--- config.mk ---
export PLATFORM = sky130hd
export DESIGN_NAME = switch_output_scheduler
export DESIGN_NICKNAME = d
export VERILOG_FILES = /design/src/rtl/switch_output_scheduler_pkg.sv /design/src/rtl/rr_priority_pick.sv /design/src/rtl/switch_output_scheduler.sv
export SDC_FILE = /design/constraint.sdc
export NUM_CORES = 1
export LEC_CHECK = 0
export CAP_MARGIN = 20
export CORE_ASPECT_RATIO = 2
export CORE_MARGIN = 8
export CORE_UTILIZATION = 37
export DETAILED_ROUTE_END_ITERATION = 16
export PLACE_DENSITY_LB_ADDON = 0.3
export SLEW_MARGIN = 40
export SYNTH_ARGS = -nofsm -noshare
export SYNTH_HDL_FRONTEND = slang
export SYNTH_HIERARCHICAL = 1
export SYNTH_SLANG_ARGS = --single-unit
--- constraint.sdc ---
create_clock -name CLK -period 3.6 [get_ports CLK]
set_input_delay 0.72 -clock CLK [delete_from_list [all_inputs] [get_ports CLK]]
set_output_delay 0.72 -clock CLK [all_outputs]
set_load 0.01 [all_outputs]
--- src/rtl/switch_output_scheduler_pkg.sv ---
// Shared switch definitions: flit type, scheduler state encoding and a
// helper that sizes credit counters for a given downstream buffer depth.
package switch_output_scheduler_pkg;

    localparam int FLIT_W = 32;

    typedef logic [FLIT_W-1:0] flit_t;

    typedef enum logic {
        IDLE   = 1'b0,
        LOCKED = 1'b1
    } sched_state_e;

    // Bits needed to hold every value from 0 up to max_credits inclusive.
    function automatic int credit_w(input int max_credits);
        return $clog2(max_credits + 1);
    endfunction

endpackage

--- src/rtl/rr_priority_pick.sv ---
// Combinational round-robin picker.
// Ports:
//   bid         - request vector, one bit per requester
//   last_winner - index of the previous winner (lowest priority this round)
//   winner      - first requester strictly after last_winner, wrapping
//   found       - at least one bid bit is set
module rr_priority_pick
    import switch_output_scheduler_pkg::*;
#(
    parameter int WIDTH = 4,
    parameter int IW    = $clog2(WIDTH)
) (
    input  logic [WIDTH-1:0] bid,
    input  logic [IW-1:0]    last_winner,
    output logic [IW-1:0]    winner,
    output logic             found
);

    // Scan offsets 1..WIDTH so last_winner itself is visited last.
    always_comb begin : pick
        int idx;
        winner = '0;
        found  = 1'b0;
        idx    = 0;
        for (int k = 1; k <= WIDTH; k++) begin
            idx = (int'(last_winner) + k) % WIDTH;
            if (!found && bid[IW'(idx)]) begin
                found  = 1'b1;
                winner = IW'(idx);
            end
        end
    end

endmodule

--- src/rtl/switch_output_scheduler.sv ---
// Per-output-port wormhole scheduler. Round-robin arbitrates between WIDTH
// input buffers at packet granularity, holds the grant from head to tail,
// pops flits only while downstream credits remain, and registers the flit
// onto the output link.
// Ports:
//   CLK, RST    - clock, asynchronous active-high reset
//   bid         - input i has a flit at its buffer head
//   rdata       - head flit of each input buffer
//   rlast       - head flit of input i is a packet tail
//   pop         - one-hot combinational dequeue strobe
//   out_valid   - registered flit valid toward downstream
//   out_flit    - registered flit
//   credit_ret  - downstream freed one flit slot
//   busy        - a packet grant is held
//   credit_err  - sticky: credit returned while counter was full
module switch_output_scheduler
    import switch_output_scheduler_pkg::*;
#(
    parameter int WIDTH       = 4,
    parameter int MAX_CREDITS = 8
) (
    input  logic                    CLK,
    input  logic                    RST,
    input  logic [WIDTH-1:0]        bid,
    input  flit_t [WIDTH-1:0]       rdata,
    input  logic [WIDTH-1:0]        rlast,
    output logic [WIDTH-1:0]        pop,
    output logic                    out_valid,
    output flit_t                   out_flit,
    input  logic                    credit_ret,
    output logic                    busy,
    output logic                    credit_err
);

    localparam int             IW        = $clog2(WIDTH);
    localparam int             CW        = credit_w(MAX_CREDITS);
    localparam logic [CW-1:0]  CRED_MAX  = CW'(MAX_CREDITS);
    localparam logic [IW-1:0]  LAST_INIT = IW'(WIDTH - 1);

    sched_state_e  state, state_nxt;
    logic [IW-1:0] select, select_nxt;
    logic [IW-1:0] last_winner, last_winner_nxt;
    logic [CW-1:0] credits;
    logic [IW-1:0] pick_idx;
    logic          pick_found;
    logic          send;

    rr_priority_pick #(
        .WIDTH (WIDTH),
        .IW    (IW)
    ) u_pick (
        .bid         (bid),
        .last_winner (last_winner),
        .winner      (pick_idx),
        .found       (pick_found)
    );

    // A flit moves only when locked, the winner has data, and downstream has room.
    assign send = (state == LOCKED) && bid[select] && (credits != '0);
    assign busy = (state == LOCKED);

    always_comb begin
        state_nxt       = state;
        select_nxt      = select;
        last_winner_nxt = last_winner;
        pop             = '0;
        case (state)
            IDLE: begin
                if (pick_found) begin
                    state_nxt  = LOCKED;
                    select_nxt = pick_idx;
                end
            end
            LOCKED: begin
                if (send) begin
                    pop[select] = 1'b1;
                    if (rlast[select]) begin
                        state_nxt       = IDLE;
                        last_winner_nxt = select;
                    end
                end
            end
            default: state_nxt = IDLE;
        endcase
    end

    always_ff @(posedge CLK or posedge RST) begin
        if (RST) begin
            state       <= IDLE;
            select      <= '0;
            last_winner <= LAST_INIT;
        end else begin
            state       <= state_nxt;
            select      <= select_nxt;
            last_winner <= last_winner_nxt;
        end
    end

    // Output link register stage
    always_ff @(posedge CLK or posedge RST) begin
        if (RST) begin
            out_valid <= 1'b0;
            out_flit  <= '0;
        end else begin
            out_valid <= send;
            if (send) begin
                out_flit <= rdata[select];
            end
        end
    end

    // Simultaneous send and return cancel; a return into a full counter is
    // a downstream protocol error and is flagged rather than wrapped.
    always_ff @(posedge CLK or posedge RST) begin
        if (RST) begin
            credits    <= CRED_MAX;
            credit_err <= 1'b0;
        end else begin
            case ({send, credit_ret})
                2'b10: credits <= credits - CW'(1);
                2'b01: begin
                    if (credits == CRED_MAX) begin
                        credit_err <= 1'b1;
                    end else begin
                        credits <= credits + CW'(1);
                    end
                end
                default: ;
            endcase
        end
    end

endmodule

; Word-level counts from Yosys, hierarchy flattened
; Index checks and enable logic that the tools add are counted.
[word_totals]
elab_cells = 75
out_inout_bits = 39
register_bits = 43
[classes]
mux = 36
n_lt_le_gt_ge = 6
n_reduce_logical = 15
n_addsub = 6
bitwise_logic = 1
n_eq_ne = 4
[op_table]
columns = cell, n
row1 = $bmux W32 S2, 1
row2 = $mux W32, 1
row3 = $mux W1, 18
row4 = $lt A2 B4 Y1 const B, 4
row5 = $bmux W1 S2, 6
row6 = $mux W4, 3
row7 = $mux W2, 4
row8 = $pmux W4 S2, 1
row9 = $logic_and A1 B1 Y1, 6
row10 = $reduce_and A2 Y1, 3
row11 = $add A2 B1 Y2 const B, 2
row12 = $add A2 B2 Y2 const B, 2
row13 = $add A4 B1 Y4 const B, 1
row14 = $eq A4 B4 Y1 const B, 1
row15 = $reduce_bool A4 Y1, 1
row16 = $sub A4 B1 Y4 const B, 1
row17 = $logic_not A1 Y1, 3
row18 = $lt A2 B3 Y1 const B, 1
row19 = $reduce_and A3 Y1, 1
row20 = $demux W1 S2, 1
row21 = $eq A2 B1 Y1 const B, 1
row22 = $eq A2 B2 Y1 const B, 1
row23 = $ge A2 B1 Y1 const B, 1
row24 = $ne A2 B2 Y1 const B, 1
row25 = other kinds (3), 3

; Logic depth before layout (Yosys ltp)
[logic_depth]
ltp_word = 16
mapped_depth = 9
mapped_depth_nobuf = 8

; Hierarchy
; Netlist, hierarchy kept.
[by_module_without_submodules]
columns = mod, seq_area_each_um2, n_inst, area_per_inst_um2, cells_each
row1 = switch_output_scheduler, 1079.8, 1, 2761.4, 164
row2 = rr_priority_pick, 0.0, 1, 91.3, 14

; Worst setup path before layout
; OpenSTA, ideal clock, no wires.
[synth_path]
kind = input-to-reg
from = in bid[3]
to = reg credits[3]
path_slack_ns = 0.877
arrival_ns = 2.624
cell_stages = 8
required_time_ns = 3.502
cell_sequence = mux4_2 -> a21oi_4 -> inv_1 -> ha_1 -> a21oi_1 -> nand2_1 -> o31a_1 -> a221oi_1
[synth_via]
elab_chain_cells = 7
elab_cells_between_ends = 10
classes_between = eq/ne: 3 / mux: 3 / reduce/logical: 4
[synth_lines]
columns = element, line
row1 = from (decl), switch_output_scheduler.sv:24  ; input logic [WIDTH-1:0] bid,
row2 = $bmux W1 S2 (*), switch_output_scheduler.sv:59  ; assign send = (state == LOCKED) && bid[select] && (credits != '0);
row3 = $mux W1 (implied by the code) (*), switch_output_scheduler.sv:59
row4 = $logic_and A1 B1 Y1 (*) (2 in series), switch_output_scheduler.sv:59
row5 = $eq A2 B1 Y1 / $eq A2 B2 Y1 (equally long branches), switch_output_scheduler.sv:119  ; case ({send, credit_ret})
row6 = $ne A2 B2 Y1 (no source line) / $reduce_bool A2 Y1 (equally long branches), --
row7 = $reduce_and A2 Y1 (no source line), --
row8 = to (signal assigned), switch_output_scheduler.sv:120  ; 2'b10: credits <= credits - CW'(1);
row9 = to (signal assigned), switch_output_scheduler.sv:125  ; credits <= credits + CW'(1);
row10 = to (decl), switch_output_scheduler.sv:43  ; logic [CW-1:0] credits;
; Mark *: on every way between the ends. The rest lies on a longest branch, timed or not. The select of a mux whose other input is x is not followed.
; A chain may end at the register's enable or synchronous reset.

; Worst setup path after layout
[layout_path]
from = in bid[1]
to = reg credits[3]
; Same word-level chain as after synthesis.

==> run_results.csv <==
group,metric,value,unit
floorplan,start_util,37.81,%
routing,drcViolationCount,0,
synthesis,synthesis.nets,320,
worst_setup_path,ff2ff_path_depth,8,
synthesis,synth_edf_count,0,
synthesis,ys_types,44,
final_layout,area_growth,68.55,%
synthesis,synth-seq-cells,43,
grt,grt_pass1_wl,15.17,mm
timing,setup_violations,0,
worst_setup_path,critPathKind,"primary input to flop",
floorplan,die_w,78.09,um
worst_setup_path,startpoint_type,"primary input",
clock_tree,clk_pin_slew,0.06,ns
timing,fin_hold_ws,0.4943,ns
routing,wl_per_cell,21.84,um
synthesis,synthSimpleGateAreaFrac,4.781,%
final_layout,drive_gt1_share,25.21,%
timing,finalCritPeriodShare,88.73,%
worst_setup_path,critPathMaxFanout,6,
synthesis,synthXorXnorAreaFrac,0.3070,%
power_and_ir_drop,p_per_area,791.3,mW/mm2
clock_tree,numCtsBuffers,5,
power_and_ir_drop,p_leak,1.915,nW
floorplan,core.rowCount,45,
min_path,min_path_cells,1,
synthesis,synth_area,0.002853,mm2
final_layout,nNetsFinal,494,
clock_tree,clk_latency,0.29,ns
routing,num_vias,2347,
grt,grt-ovfl-total,0,
synthesis,ys_dominant_reg_cell,"dfrtp_1",
timing,timing.final.crit_period,3.194,ns
timing,final_max_slew_viol_count,0,
timing,hold_viol_final,0,
power_and_ir_drop,peakVddDrop,0.7208,mV
synthesis,syn_inst,178,
final_layout,fin_area,0.004808,mm2
routing,vias_per_cell,5.251,
timing,finalSetupTns,0,ns
final_layout,final-instance-count-excl-fill,447,
grt,grt_start_max_net_pins,44,
worst_setup_path,endpoint_kind,"flop",
min_path,hold_class,"flop to flop",
clock_tree,cts_sinks,43,
timing,fin_skew,0.003339,ns
final_layout,fillCellCount,629,
synthesis,synth_fa_ha_area_share,1.579,%
routing,initialDrtViolationCount,109,
status,status,"finished clean",
floorplan,die_y,140.2,um
routing,ant_nets,0,
synthesis,avgSynthCellArea,16.03,um2
placement,placed_area,0.004652,mm2
clock_tree,cts_hold_buf,0,
grt,grt_use_total,18.08,%
worst_setup_path,arrival,3.38,ns
floorplan,dieArea,0.01095,mm2
clock_tree,root_buffer,"clkbuf_16",
clock_tree,htree_levels,2,
routing,first_pass_iters,4,
flow_run,maxCapViolCount,0,
synthesis,synth_top_area_share,35.09,%
placement,dp.cells,439,
synthesis,yosysWarnings,6,
synthesis,synth_top_family_by_area,"multiplexers",
clock_tree,cts_tree,"yes",
final_layout,n_antenna_cell,0,
synthesis,synth_top_area_cell,"dfrtp_1",
synthesis,synth_seq_area_share,37.85,%
clock_tree,cts_max_path_buffers,2,
clock_tree,postCtsSetupBuffers,0,
final_layout,multi_input_area,0.001633,mm2
worst_setup_path,required,3.78,ns
timing,rsz0062_at_grt,"no",
synthesis,async_flop_share,100.0,%
clock_tree,cts-resized-gates,0,
placement,post-dp-hpwl,7.671,mm
timing,fmax,313.1,MHz
floorplan,core,0.007545,mm2
grt,grt_pass1_vias,2733,
final_layout,seq_area,0.001081,mm2
timing,fin_ws,0.4056,ns
floorplan,ios,178,
synthesis,synth_compound_area_share,5.000,%
synthesis,ys_top_cells_by_area,"dfrtp_1 (35%), mux4_2 (27%), mux2_4 (15%)",
grt,antenna_found_initial,0,
placement,portBuffers,177,
timing,worstMarginPinSlew,0.6981,ns
synthesis,synth_mux_area_share,45.57,%
timing,relSlewSlack,53.46,%
routing,totalWireLength,9.762,mm
placement,pre_cts_slack,0.1289,ns
placement,gp_congestion,0.7657,
path summary, 6_finish.rpt:
kind | from | end | slack, ns
worst max-delay path | bid[1] | credits[3] | 0.41
worst min-delay path | credit_err | credit_err | 0.49
worst max register to register | credits[1] | credits[3] | 0.92
worst min register to register | credit_err | credit_err | 0.49
max in group asynchronous | RST | select[0] | 2.36
min in group asynchronous | RST | out_flit[2] | 0.85
Yosys cell counts (2+ instances only):
| master | instances |
|---|---|
| a21oi_1 | 4 |
| buf_12 | 3 |
| buf_2 | 3 |
| clkbuf_1 | 3 |
| dfrtp_1 | 40 |
| dfstp_2 | 3 |
| ha_1 | 2 |
| inv_1 | 6 |
| mux2_2 | 7 |
| mux2_4 | 29 |
| mux2i_1 | 2 |
| mux4_2 | 34 |
| nand2_1 | 6 |
| nand2b_1 | 3 |
| nor2_1 | 3 |
| o2bb2ai_1 | 2 |
metal layers:
metal | share of wire [%] | track usage, % | up-vias
li1 | - | - | 1055
met1 | 33 | 17.57 | 1182
met5 | 0 | 0 | -
met3 | 6.9 | 5.962 | 15
met4 | 2.6 | 6.490 | 0
met2 | 57 | 33.71 | 95
layout by cell type, fill, tap and decap left out, types with 3 or more instances in the layout:
cell type | netlist | layout
inv_1 | 6 | 5
dfstp_2 | 3 | 3
clkdlybuf4s50_1 | 0 | 177
nand2_1 | 6 | 6
mux4_2 | 34 | 34
mux2_2 | 7 | 7
a21oi_1 | 4 | 4
nor2_1 | 3 | 3
nand2b_1 | 3 | 3
dfrtp_1 | 40 | 39
clkbuf_16 | 0 | 5
mux2_4 | 29 | 29
flip-flops by register name, summed over array words and instances (netlist names):
| register | cells |
|---|---|
| select | 2 |
| busy | 1 |
| out_flit | 32 |
| last_winner | 2 |
| out_valid | 1 |
| credit_err | 1 |
| credits | 4 |
where the power goes:
part	internal, W	switching, W	total, W
Clock	0.000296	0.000187	0.000483
Sequential	0.000760	0.000172	0.000932
Combinational	0.00147	0.000925	0.00239
Total	0.00252	0.00128	0.00380
cells by family (layout without fill, tap and decap cells):
logic type,Yosys count,after routing
multiplexers,72,72
AO/OA/AOI/OAI,17,17
flip-flops,43,43
adder cells (fa/ha/maj),3,3
buffers and inverters,19,194
XOR/XNOR,1,1
AND/OR/NAND/NOR,23,23
cell type report:
| type | count | share of cell area [%] |
|---|---|---|
| sequential | 43 | 22.48 |
| clock buffer | 8 | 3.253 |
| multi-input combinational | 116 | 33.96 |
| inverter | 7 | 0.7026 |
| tap | 94 | 2.446 |
| timing repair buffer | 179 | 37.16 |
critical path, stage by stage:
cell,delay (ns)
clkdlybuf4s50_1,0.51
mux4_2,0.60
a21oi_4,0.25
inv_1,0.13
ha_1,0.34
a21oi_1,0.14
nand2_1,0.11
o31a_1,0.25
a221oi_1,0.32
through the flow:
stage,total power [W],utilization (%)
2_1_floorplan,0.002597,-
3_3_place_gp,0.003304,61.63
3_5_place_dp,0.003369,61.66
4_1_cts,0.003876,63.73
5_1_grt,0.004056,63.73
6_report,0.003805,63.73
Power figures use the tool's default switching activity.
